<file path="src/rtl/idli_pkg.sv">
// rtl/idli_pkg.sv - shared types for the idli core: slice counter, sync FSM state and access kind.
package idli_pkg;

  typedef logic [1:0] ctr_t;

  localparam int SLICE_W = 4;
  typedef logic [SLICE_W-1:0] slice_t;

  typedef enum logic [1:0] {
    SYNC_INIT  = 2'd0,
    SYNC_ADDR  = 2'd1,
    SYNC_FETCH = 2'd2,
    SYNC_DATA  = 2'd3
  } sync_state_t;

  typedef enum logic [1:0] {
    KIND_FETCH = 2'd0,
    KIND_LD    = 2'd1,
    KIND_ST    = 2'd2
  } sync_kind_t;

endpackage

</file>
<file path="src/rtl/idli_sync_m.sv">
// rtl/idli_sync_m.sv - slice counter owner and SQI fetch/load/store sequencer.
module idli_sync_m
  import idli_pkg::*;
#(
  parameter int STARTUP_SLICES  = 2,
  parameter int REDIRECT_SLICES = 3
) (
  input  logic i_sync_gck,
  input  logic i_sync_rst,
  output ctr_t o_sync_ctr,
  input  logic i_sync_branch,
  input  logic i_sync_ld_req,
  input  logic i_sync_st_req,
  output logic o_sync_redirect,
  output logic o_sync_addr_sel,
  output logic o_sync_wr_en,
  output logic o_sync_data_vld,
  output logic o_sync_ack,
  output logic o_sync_stall
);

  localparam slice_t STARTUP_N  = slice_t'(STARTUP_SLICES);
  localparam slice_t REDIRECT_N = slice_t'(REDIRECT_SLICES);

  ctr_t        ctr_q;
  sync_state_t state_q, state_d;
  sync_kind_t  kind_q, kind_d;
  logic        sel_q, sel_d;
  slice_t      slice_q, slice_d;
  slice_t      slice_eff;

  always_ff @(posedge i_sync_gck) begin
    if (i_sync_rst) begin
      ctr_q   <= '0;
      state_q <= SYNC_INIT;
      kind_q  <= KIND_FETCH;
      sel_q   <= 1'b0;
      slice_q <= '0;
    end else begin
      ctr_q   <= ctr_q + 2'd1;
      state_q <= state_d;
      kind_q  <= kind_d;
      sel_q   <= sel_d;
      slice_q <= slice_d;
    end
  end

  always_comb begin
    state_d   = state_q;
    kind_d    = kind_q;
    sel_d     = sel_q;
    slice_d   = slice_q;
    // Reset clears the count, so INIT's first group stands for the full startup length.
    slice_eff = (state_q == SYNC_INIT && slice_q == '0) ? STARTUP_N : slice_q;
    if (ctr_q == 2'd3) begin
      slice_d = slice_eff - slice_t'(1);
      case (state_q)
        SYNC_INIT: begin
          if (slice_eff == slice_t'(1)) begin
            state_d = SYNC_ADDR;
            kind_d  = KIND_FETCH;
            sel_d   = 1'b0;
            slice_d = REDIRECT_N;
          end
        end
        SYNC_ADDR: begin
          if (slice_eff == slice_t'(1)) begin
            if (kind_q == KIND_FETCH) begin
              state_d = SYNC_FETCH;
              slice_d = '0;
            end else begin
              state_d = SYNC_DATA;
              slice_d = slice_t'(1);
            end
          end
        end
        SYNC_FETCH: begin
          slice_d = '0;
          if (i_sync_branch) begin
            state_d = SYNC_ADDR;
            kind_d  = KIND_FETCH;
            sel_d   = 1'b0;
            slice_d = REDIRECT_N;
          end else if (i_sync_st_req) begin
            state_d = SYNC_ADDR;
            kind_d  = KIND_ST;
            sel_d   = 1'b1;
            slice_d = REDIRECT_N;
          end else if (i_sync_ld_req) begin
            state_d = SYNC_ADDR;
            kind_d  = KIND_LD;
            sel_d   = 1'b1;
            slice_d = REDIRECT_N;
          end
        end
        default: begin
          // DATA is one group; always resume streaming from the PC.
          state_d = SYNC_ADDR;
          kind_d  = KIND_FETCH;
          sel_d   = 1'b0;
          slice_d = REDIRECT_N;
        end
      endcase
    end
  end

  assign o_sync_ctr      = ctr_q;
  assign o_sync_redirect = (state_q == SYNC_ADDR) && (ctr_q == 2'd0) && (slice_q == REDIRECT_N);
  assign o_sync_addr_sel = sel_q;
  assign o_sync_wr_en    = (state_q == SYNC_DATA) && (kind_q == KIND_ST);
  assign o_sync_data_vld = (state_q == SYNC_DATA) && (kind_q == KIND_LD);
  assign o_sync_ack      = (state_q == SYNC_DATA) && (ctr_q == 2'd3);
  assign o_sync_stall    = (state_q != SYNC_FETCH);

endmodule
</file>
<file path="config.mk">
export PLATFORM = sky130hd
export DESIGN_NAME = idli_sync_m
export DESIGN_NICKNAME = d
export VERILOG_FILES = /design/src/rtl/idli_pkg.sv /design/src/rtl/idli_sync_m.sv
export SDC_FILE = /design/constraint.sdc
export NUM_CORES = 1
export LEC_CHECK = 0
export BUFFER_PORTS_ARGS = -buffer_cell sky130_fd_sc_hd__buf_2
export CAP_MARGIN = 15
export CORE_UTILIZATION = 26
export DETAILED_ROUTE_END_ITERATION = 10
export GPL_TIMING_DRIVEN = 0
export MAX_ROUTING_LAYER = met4
export SYNTH_ARGS = -nofsm -noshare
export SYNTH_HDL_FRONTEND = slang
export SYNTH_SLANG_ARGS = --single-unit
</file>
<file path="constraint.sdc">
create_clock -name i_sync_gck -period 4.75 [get_ports i_sync_gck]
set_input_delay 0.95 -clock i_sync_gck [delete_from_list [all_inputs] [get_ports i_sync_gck]]
set_output_delay 0.95 -clock i_sync_gck [all_outputs]
set_load 0.02 [all_outputs]
</file>
After elaboration in Yosys (flattened, before gate mapping)
Index checks and enable logic that the tools add are counted.
{"block": "totals", "regBits": 11, "input_bits": 5, "word_cells": 56}
{"block": "classes", "add_sub_neg": 2, "eq_ne": 12, "n_mux": 24, "bitwise": 1, "reduce_logical": 12}
{"operator": "2-to-1 mux 2 bit", "n": 11}
{"operator": "2-to-1 mux 4 bit", "n": 3}
{"operator": "one-hot mux 2 bit (3 select lines)", "n": 2}
{"operator": "one-hot mux 4 bit (3 select lines)", "n": 1}
{"operator": "equality test 2 bit (second input constant)", "n": 4}
{"operator": "AND reduction 4 bit", "n": 2}
{"operator": "logical AND 1 bit", "n": 6}
{"operator": "zero test 2 bit", "n": 3}
{"operator": "2-to-1 mux 1 bit", "n": 6}
{"operator": "equality test 2 x 1 -> 1 bit (second input constant)", "n": 2}
{"operator": "equality test 4 x 1 -> 1 bit (second input constant)", "n": 1}
{"operator": "equality test 4 x 2 -> 1 bit (second input constant)", "n": 1}
{"operator": "zero test 4 bit", "n": 1}
{"operator": "inequality test 2 bit (second input constant)", "n": 2}
{"operator": "inequality test 4 bit (second input constant)", "n": 1}
{"operator": "subtractor 4 x 1 -> 4 bit (second input constant)", "n": 1}
{"operator": "one-hot mux 1 bit (3 select lines)", "n": 1}
{"operator": "adder 2 x 1 -> 2 bit (second input constant)", "n": 1}
{"operator": "inequality test 2 x 1 -> 1 bit (second input constant)", "n": 1}
{"operator": "NOT 1 bit", "n": 1}

Depth between registers and ports, before layout
Gate-level depths: netlist (run 1).
{"block": "depth", "word_depth": 6, "mapped_depth": 7}

Worst setup path after synthesis (run 1)
No wires, ideal clock.
{"block": "synth_timing", "path_type": "register to output", "from": "register slice_q[2]", "to": "output o_sync_redirect", "arrival_time_ps": 1137, "required_ps": 3800, "path_slack_ps": 2663, "stages_incl_launch_ff": 3, "cell_sequence": "dfxtp_1 > or2_2 > nor3_1"}
{"block": "synth_via", "elab_chain_len": 2}
{"item": "start, declared", "line_no": "idli_sync_m.sv:29", "rtl": "slice_t slice_q, slice_d;"}
{"item": "start signal, assigned", "line_no": "idli_sync_m.sv:44", "rtl": "slice_q <= slice_d;"}
{"item": "equality test 4 x 2 -> 1 bit", "line_no": "idli_sync_m.sv:108", "rtl": "assign o_sync_redirect = (state_q == SYNC_ADDR) && (ctr_q == 2'd0) && (slice_q == REDIRECT_N);"}
{"item": "logical AND 1 bit", "line_no": "idli_sync_m.sv:108"}
{"item": "end, declared", "line_no": "idli_sync_m.sv:14", "rtl": "output logic o_sync_redirect,"}
No other way between the ends.

Worst setup path in the final report (run 1)
{"block": "layout_timing", "from": "register state_q[0]", "to": "output o_sync_data_vld"}
{"block": "layout_via", "elab_chain_len": 2}
{"item": "start, declared", "line_no": "idli_sync_m.sv:26", "rtl": "sync_state_t state_q, state_d;"}
{"item": "start signal, assigned", "line_no": "idli_sync_m.sv:41", "rtl": "state_q <= state_d;"}
{"item": "equality test 2 bit", "line_no": "idli_sync_m.sv:111", "rtl": "assign o_sync_data_vld = (state_q == SYNC_DATA) && (kind_q == KIND_LD);"}
{"item": "logical AND 1 bit", "line_no": "idli_sync_m.sv:111"}
{"item": "end, declared", "line_no": "idli_sync_m.sv:17", "rtl": "output logic o_sync_data_vld,"}
No other way between the ends.

==> metrics, run 1 <==
run status finished clean; TritonCTS clock tree yes; remaining global-route overflow 0; mean instance size in the synthesized netlist 8.66 µm²; post-route clock skew 10.9 ps; placed cell count 122; post-synthesis instance area between 600 and 700 µm²; gr busiest metal met2; iteration count of the initial detailed-routing pass 6; CTS buffer count 3; number of pins with negative max-slew slack in the final report 0; overall die area ~2900 µm²; flip-flop cell with the highest count after synthesis dfxtp_1; clock sink count 11; post-layout minimum cycle time between 2000 and 2500 ps; LEAKAGE approximately 0.00033 µW; utilization after layout 32.7%; buffer levels on the longest clock path 2; Routed Antenna Nets 0; worst relative slew slack between 60% and 70%; total wirelength of the detailed-routed design approximately 1600 µm; setup fix buffers added after clock tree synthesis 0; critical path startpoint category flop; max frequency 0.433 GHz; I/O pin count 13; width of the die roughly 54 µm; Least-Margin Pin Slew ~460 ps; die boundary height about 54 µm; Yosys warnings 0; post-synth cell types 36; gate count of the mapped netlist 80; met2 Track Usage GR 18.8%; Design Area, Final between 800 and 900 µm²; Skew-Pair Late Insertion Delay around 270 ps; Yosys reg bits 11; post-place instance area 791 µm²; antenna violations before repair 0; type of the setup path with the least slack reg -> out; sum of negative setup slack 0 ps; number of antenna diodes 0; M3 GR Usage between 4 and 5%; hpwl dp 1180 µm; layout-stage area growth over the synthesis result 17.9%; pin count of the biggest net entering global routing 11; overall via count from detail_route 661; initial drt markers 22; Final Hold Viols 0; power density relative to cell area between 200 and 300 nW/µm²; post-route insts no fill between 100 and 150; overall global routing resource usage around 13%; clock-pin slew on the worst setup and hold paths 80 ps; fraction of final layout cells sized beyond drive strength 1 25.0%; global-route wire length before repair 2560 µm; DR DRC count 0; gpl congestion around 0.8; kind of capture point of the worst setup path output port; Worst Path Arrival ~1400 ps; # rows 18; Worst VDD drop approximately 230 µV; Fillers between 200 and 300; Post-synth ARST share 0%; share of the clock period used by the worst path 48.6%; Hold Slack around 470 ps; initial standard-cell utilization of the core 27.7%; vias in the first global route between 500 and 600; sequential area share after synthesis between 30% and 40%; CTS Hold Bufs 0; quantity of I/O buffers inserted on ports 12; Clk Tree Root Cell clkbuf_4; EDFF count, synth 0; total nets after synthesis 89; Core Region about 2500 µm²; Vias per Instance ~5.2; unrepaired setup endpoints after global routing no; critical-path maximum fanout 10; final net count about 110; Worst Path Required ~3800 ps; post-detailed-route wirelength per cell about 13 µm; met1 usage in global routing between 15 and 20%; count of max-cap constraint violations 0; class of the tightest hold or removal check reg -> reg; H-tree levels 1; Setup-failing EPs final 0; Post-CTS Resized 0
-- placed cells by master, fill, tap and decap left out, types with 2 or more instances in the layout --
cell,synthesis,layout
buf_2,1,13
dfxtp_1,11,11
nor2_1,8,8
nand2b_1,7,7
inv_1,6,6
nor3_1,4,4
ha_1,4,4
clkbuf_1,2,3
nand2_1,3,3
o32ai_1,3,3
clkbuf_4,0,3
nor4_1,2,2
nor3b_1,2,2
o21a_1,2,2
mux2i_1,2,2
o41ai_1,2,2
-- worst max-delay path, cell delays in order, from the launching register on --
cell and delay (ps):
dfxtp_1 370, buf_2 220, nand2_1 90, nor3b_1 200, buf_2 190
-- final cells by class --
cell class,count,area [µm²],share of cell area [%]
flip-flops and latches,11,220,27.0
well taps,30,37.5,4.59
repair buffers,12,60.1,7.35
multi-input cells,58,419,51.3
plain buffers,5,31.3,3.83
clock buffers,4,26.3,3.22
inverters,6,22.5,2.76
-- final timing paths --
check,start,to,slack [ps],cells past startpoint
worst max-delay path,state_q[0]$_SDFFE_PP0P_,o_sync_data_vld,2440,4
worst min-delay path,o_sync_ctr[0]$_SDFF_PP0_,o_sync_ctr[0]$_SDFF_PP0_,470,1
worst max register to register,state_q[0]$_SDFFE_PP0P_,state_q[0]$_SDFFE_PP0P_,2870,7
worst min register to register,o_sync_ctr[0]$_SDFF_PP0_,o_sync_ctr[0]$_SDFF_PP0_,470,1
-- layer usage --
| layer | wire length (µm) | vias to the layer above |
|---|---|---|
| li1 | - | 323 |
| met1 | 758 | 315 |
| met2 | 736 | 23 |
| met3 | 95 | 0 |
| met4 | 0 | 0 |
| met5 | 0 | - |
-- power by group --
| part | total, µW | switching, µW | internal (µW) |
|---|---|---|---|
| logic | 52.9 | 29.5 | 23.4 |
| clock network | 65.9 | 33.4 | 32.5 |
| registers | 104 | 6.48 | 97.6 |
| total | 223 | 69.4 | 154 |
-- cell families (layout without fill, tap and decap cells) --
| logic type | after synthesis | after routing | synth area share (%) |
|---|---|---|---|
| AND/OR/NAND/NOR | 36 | 36 | 31.4 |
| AO/OA/AOI/OAI | 15 | 15 | 17.7 |
| flip-flops | 11 | 11 | 31.8 |
| buffers and inverters | 11 | 27 | 7.76 |
| adder cells (fa/ha/maj) | 4 | 4 | 7.22 |
| multiplexers | 2 | 2 | 2.89 |
| XOR/XNOR | 1 | 1 | 1.26 |
-- through the flow --
stage	total power, µW	setup slack, ps
CTS	225	2440
global route	238	2280
detailed placement	158	2740
floorplan	144	2660
global placement	157	2730
finish	223	2440
-- flip-flops by register name, indices dropped and copies added (netlist names) --
name	count
kind_q	2
o_sync_addr_sel	1
o_sync_ctr	2
slice_q	4
state_q	2
-- cell usage after synthesis, types with 3 or more instances --
cell	count	area, µm²
nor2_1	8	30.0
nor3_1	4	20.0
nand2_1	3	11.3
dfxtp_1	11	220
nand2b_1	7	43.8
o32ai_1	3	26.3
ha_1	4	50.1
inv_1	6	22.5
Note: power is estimated with default switching activity, not from simulation.
==> inputs of run 2 (changes only) <==
==> constraint.sdc (replaced) <==
create_clock -name i_sync_gck -period 1.9 [get_ports i_sync_gck]
set_input_delay 0.38 -clock i_sync_gck [delete_from_list [all_inputs] [get_ports i_sync_gck]]
set_output_delay 0.38 -clock i_sync_gck [all_outputs]
set_load 0.02 [all_outputs]
==> run 2 against run 1 <==
Register-to-register slack worse by 2700 ps. Combinational power grew to 3.2 times the previous value. Clock-buffer cell count stayed put. Clock power is 150% higher. Final area is 7.8% higher. Final cell count is 0.79% higher. Power grew to 2.7 times the previous value. Non-clock buffer count is 1 higher.
==> metrics, run 2 (synthesis results as in run 1) <==
final net count 107 (+0.94%); unrepaired setup endpoints after global routing no; Worst VDD drop 571 µV (+150%); Worst Path Required 2090 ps (-1710 ps); sum of negative setup slack 0 ps (unchanged); number of antenna diodes 0 (unchanged); critical-path cell list or2_4, nor4_4, nor2_2, ha_1, nor3b_4, o221ai_1, a221oi_2; post-route total power 599 µW (+170%); Vias per Instance 5.20 (-0.94%); part of the power in combinational logic 28.2% (+4.5 points); initial drt markers 15 (-32%); count of max-cap constraint violations 0 (unchanged); critical path startpoint category flop; fraction of final layout cells sized beyond drive strength 1 33.0% (+8.0 points); overall die area 2880 µm² (unchanged); relative contribution of the clock network to total power 27.4% (-2.2 points); post-layout minimum cycle time roughly 1700 ps; CTS buffer count 3 (unchanged); DR DRC count 0 (unchanged); initial standard-cell utilization of the core 27.7% (unchanged); post-detailed-route wirelength per cell 13.3 µm (+5.6%); pin count of the biggest net entering global routing 11 (unchanged); sequential standard cell area 223 µm² (+1.1%); Core Region 2500 µm² (unchanged); hpwl dp 1180 µm (unchanged); quantity of I/O buffers inserted on ports 12 (unchanged); max frequency around 0.58 GHz; Critical path buffers and inverters 0 (-2); class of the tightest hold or removal check in -> reg; Setup-failing EPs final 0 (unchanged); clock sink count 11 (unchanged); Fillers 261 (-2.2%); antenna violations before repair 0 (unchanged); total wirelength of the detailed-routed design 1690 µm (+6.4%); overall global routing resource usage 12.6% (unchanged); post-route clock skew 10.2 ps (-0.659 ps); kind of capture point of the worst setup path flop; I/O pin count 13 (unchanged); H-tree levels 1 (unchanged); Largest stage delay, worst path 390 ps (+20 ps); Power Internal 411 µW (+170%); overall via count from detail_route 660 (-0.15%); most common cell after layout, fill and taps aside buf_2; remaining global-route overflow 0 (unchanged); buffer levels on the longest clock path 2 (unchanged); vias in the first global route 569 (unchanged); type of the setup path with the least slack reg -> reg; switching pwr 188 µW (+170%); # rows 18 (unchanged); utilization after layout 35.2% (+2.6 points); register with the most flip-flops slice_q; share of the clock period used by the worst path between 90% and 100%; LEAKAGE 0.000344 µW (+4.2%); Skew-Pair Late Insertion Delay 270 ps (about the same); TritonCTS clock tree yes; Least-Margin Pin Slew 480 ps (+23.0 ps); run status finished clean; Worst Path Arrival 1920 ps (+560 ps); worst relative slew slack 68.0% (-1.5 points); power density relative to cell area 681 nW/µm² (+150%); post-route insts no fill 127 (+0.79%); switching share of power 31.4% (+0.31 points); leading cell types in the layout, fill and taps excluded 12 x buf_2, 9 x dfxtp_1, 7 x nand2b_1, 7 x nor2_1, 6 x inv_1; post-place instance area 791 µm² (unchanged); width of the die 53.6 µm (unchanged); die boundary height 53.6 µm (unchanged); placed cell count 122 (unchanged); Largest register FFs 4 (unchanged); global-route wire length before repair 2560 µm (unchanged); Routed Antenna Nets 0 (unchanged); cell with the largest stage delay on the worst path dfxtp_2; Design Area, Final 881 µm² (+7.8%); multi-input combinational cell area 467 µm² (+11%); gpl congestion 0.802 (unchanged); layout-stage area growth over the synthesis result 27.1%; Final Hold Viols 0 (unchanged); number of pins with negative max-slew slack in the final report 0 (unchanged); sequential power share 44.4% (-2.3 points); Clk Tree Root Cell clkbuf_4; iteration count of the initial detailed-routing pass 4 (-2); critical-path maximum fanout 5 (-5); family with the most delay on the worst path simple AND/OR/NAND/NOR gates; clock-pin slew on the worst setup and hold paths 80 ps (about the same)
==> run 2: changes by cell type in the layout (fill, tap and decap cells not counted), sizes merged <==
cell  before  now
buf       15   16
==> run 2: through the flow <==
stage                     hold slack [ps]  worst slack (ps)
after global placement                444              81.2
after global routing                  372              58.1
after CTS                             363              22.5
after floorplan                       481               239
after detailed placement              457              42.7
final                                 370               166
==> run 2: worst paths after layout <==
kind	start	to	slack [ps]	cells past startpoint
max	slice_q[2]$_SDFFE_PP0P_	state_q[0]$_SDFFE_PP0P_	170	7
min	i_sync_st_req	kind_q[0]$_SDFFE_PP0P_	370	2
max reg2reg	slice_q[2]$_SDFFE_PP0P_	state_q[0]$_SDFFE_PP0P_	170	7
min reg2reg	o_sync_ctr[0]$_SDFF_PP0_	o_sync_ctr[0]$_SDFF_PP0_	470	1
==> run 2: power by group through the flow <==
stage | Combinational [µW] | Sequential, µW | Clock (µW)
after global routing | 192 | 268 | 175
after detailed placement | 129 | 266 | 0
after global placement | 128 | 265 | 0
after CTS | 132 | 260 | 170
final | 169 | 266 | 164
after floorplan | 92.9 | 267 | 0
==> run 2: area by class of cell <==
cell class / instances / area share (%)
buffer: 5 / 4.26
clock buffer: 4 / 2.98
inverter: 6 / 2.56
multi-input combinational: 58 / 53.0
sequential: 11 / 25.3
tap: 30 / 4.26
timing repair buffer: 13 / 7.67
==> run 2: timing repair <==
item	CTS	global route
hold buffers	0	0
setup buffers	0	1
endpoints found under the setup margin	0	10
resized for setup	0	13
==> run 2: per-layer routing <==
layer	vias up	share of wire (%)	GRT usage, %
met4	0	0	2.63
met3	0	4.7	4.24
met1	318	46	16.5
met5	-	0	-
li1	322	-	-
met2	20	49	18.8
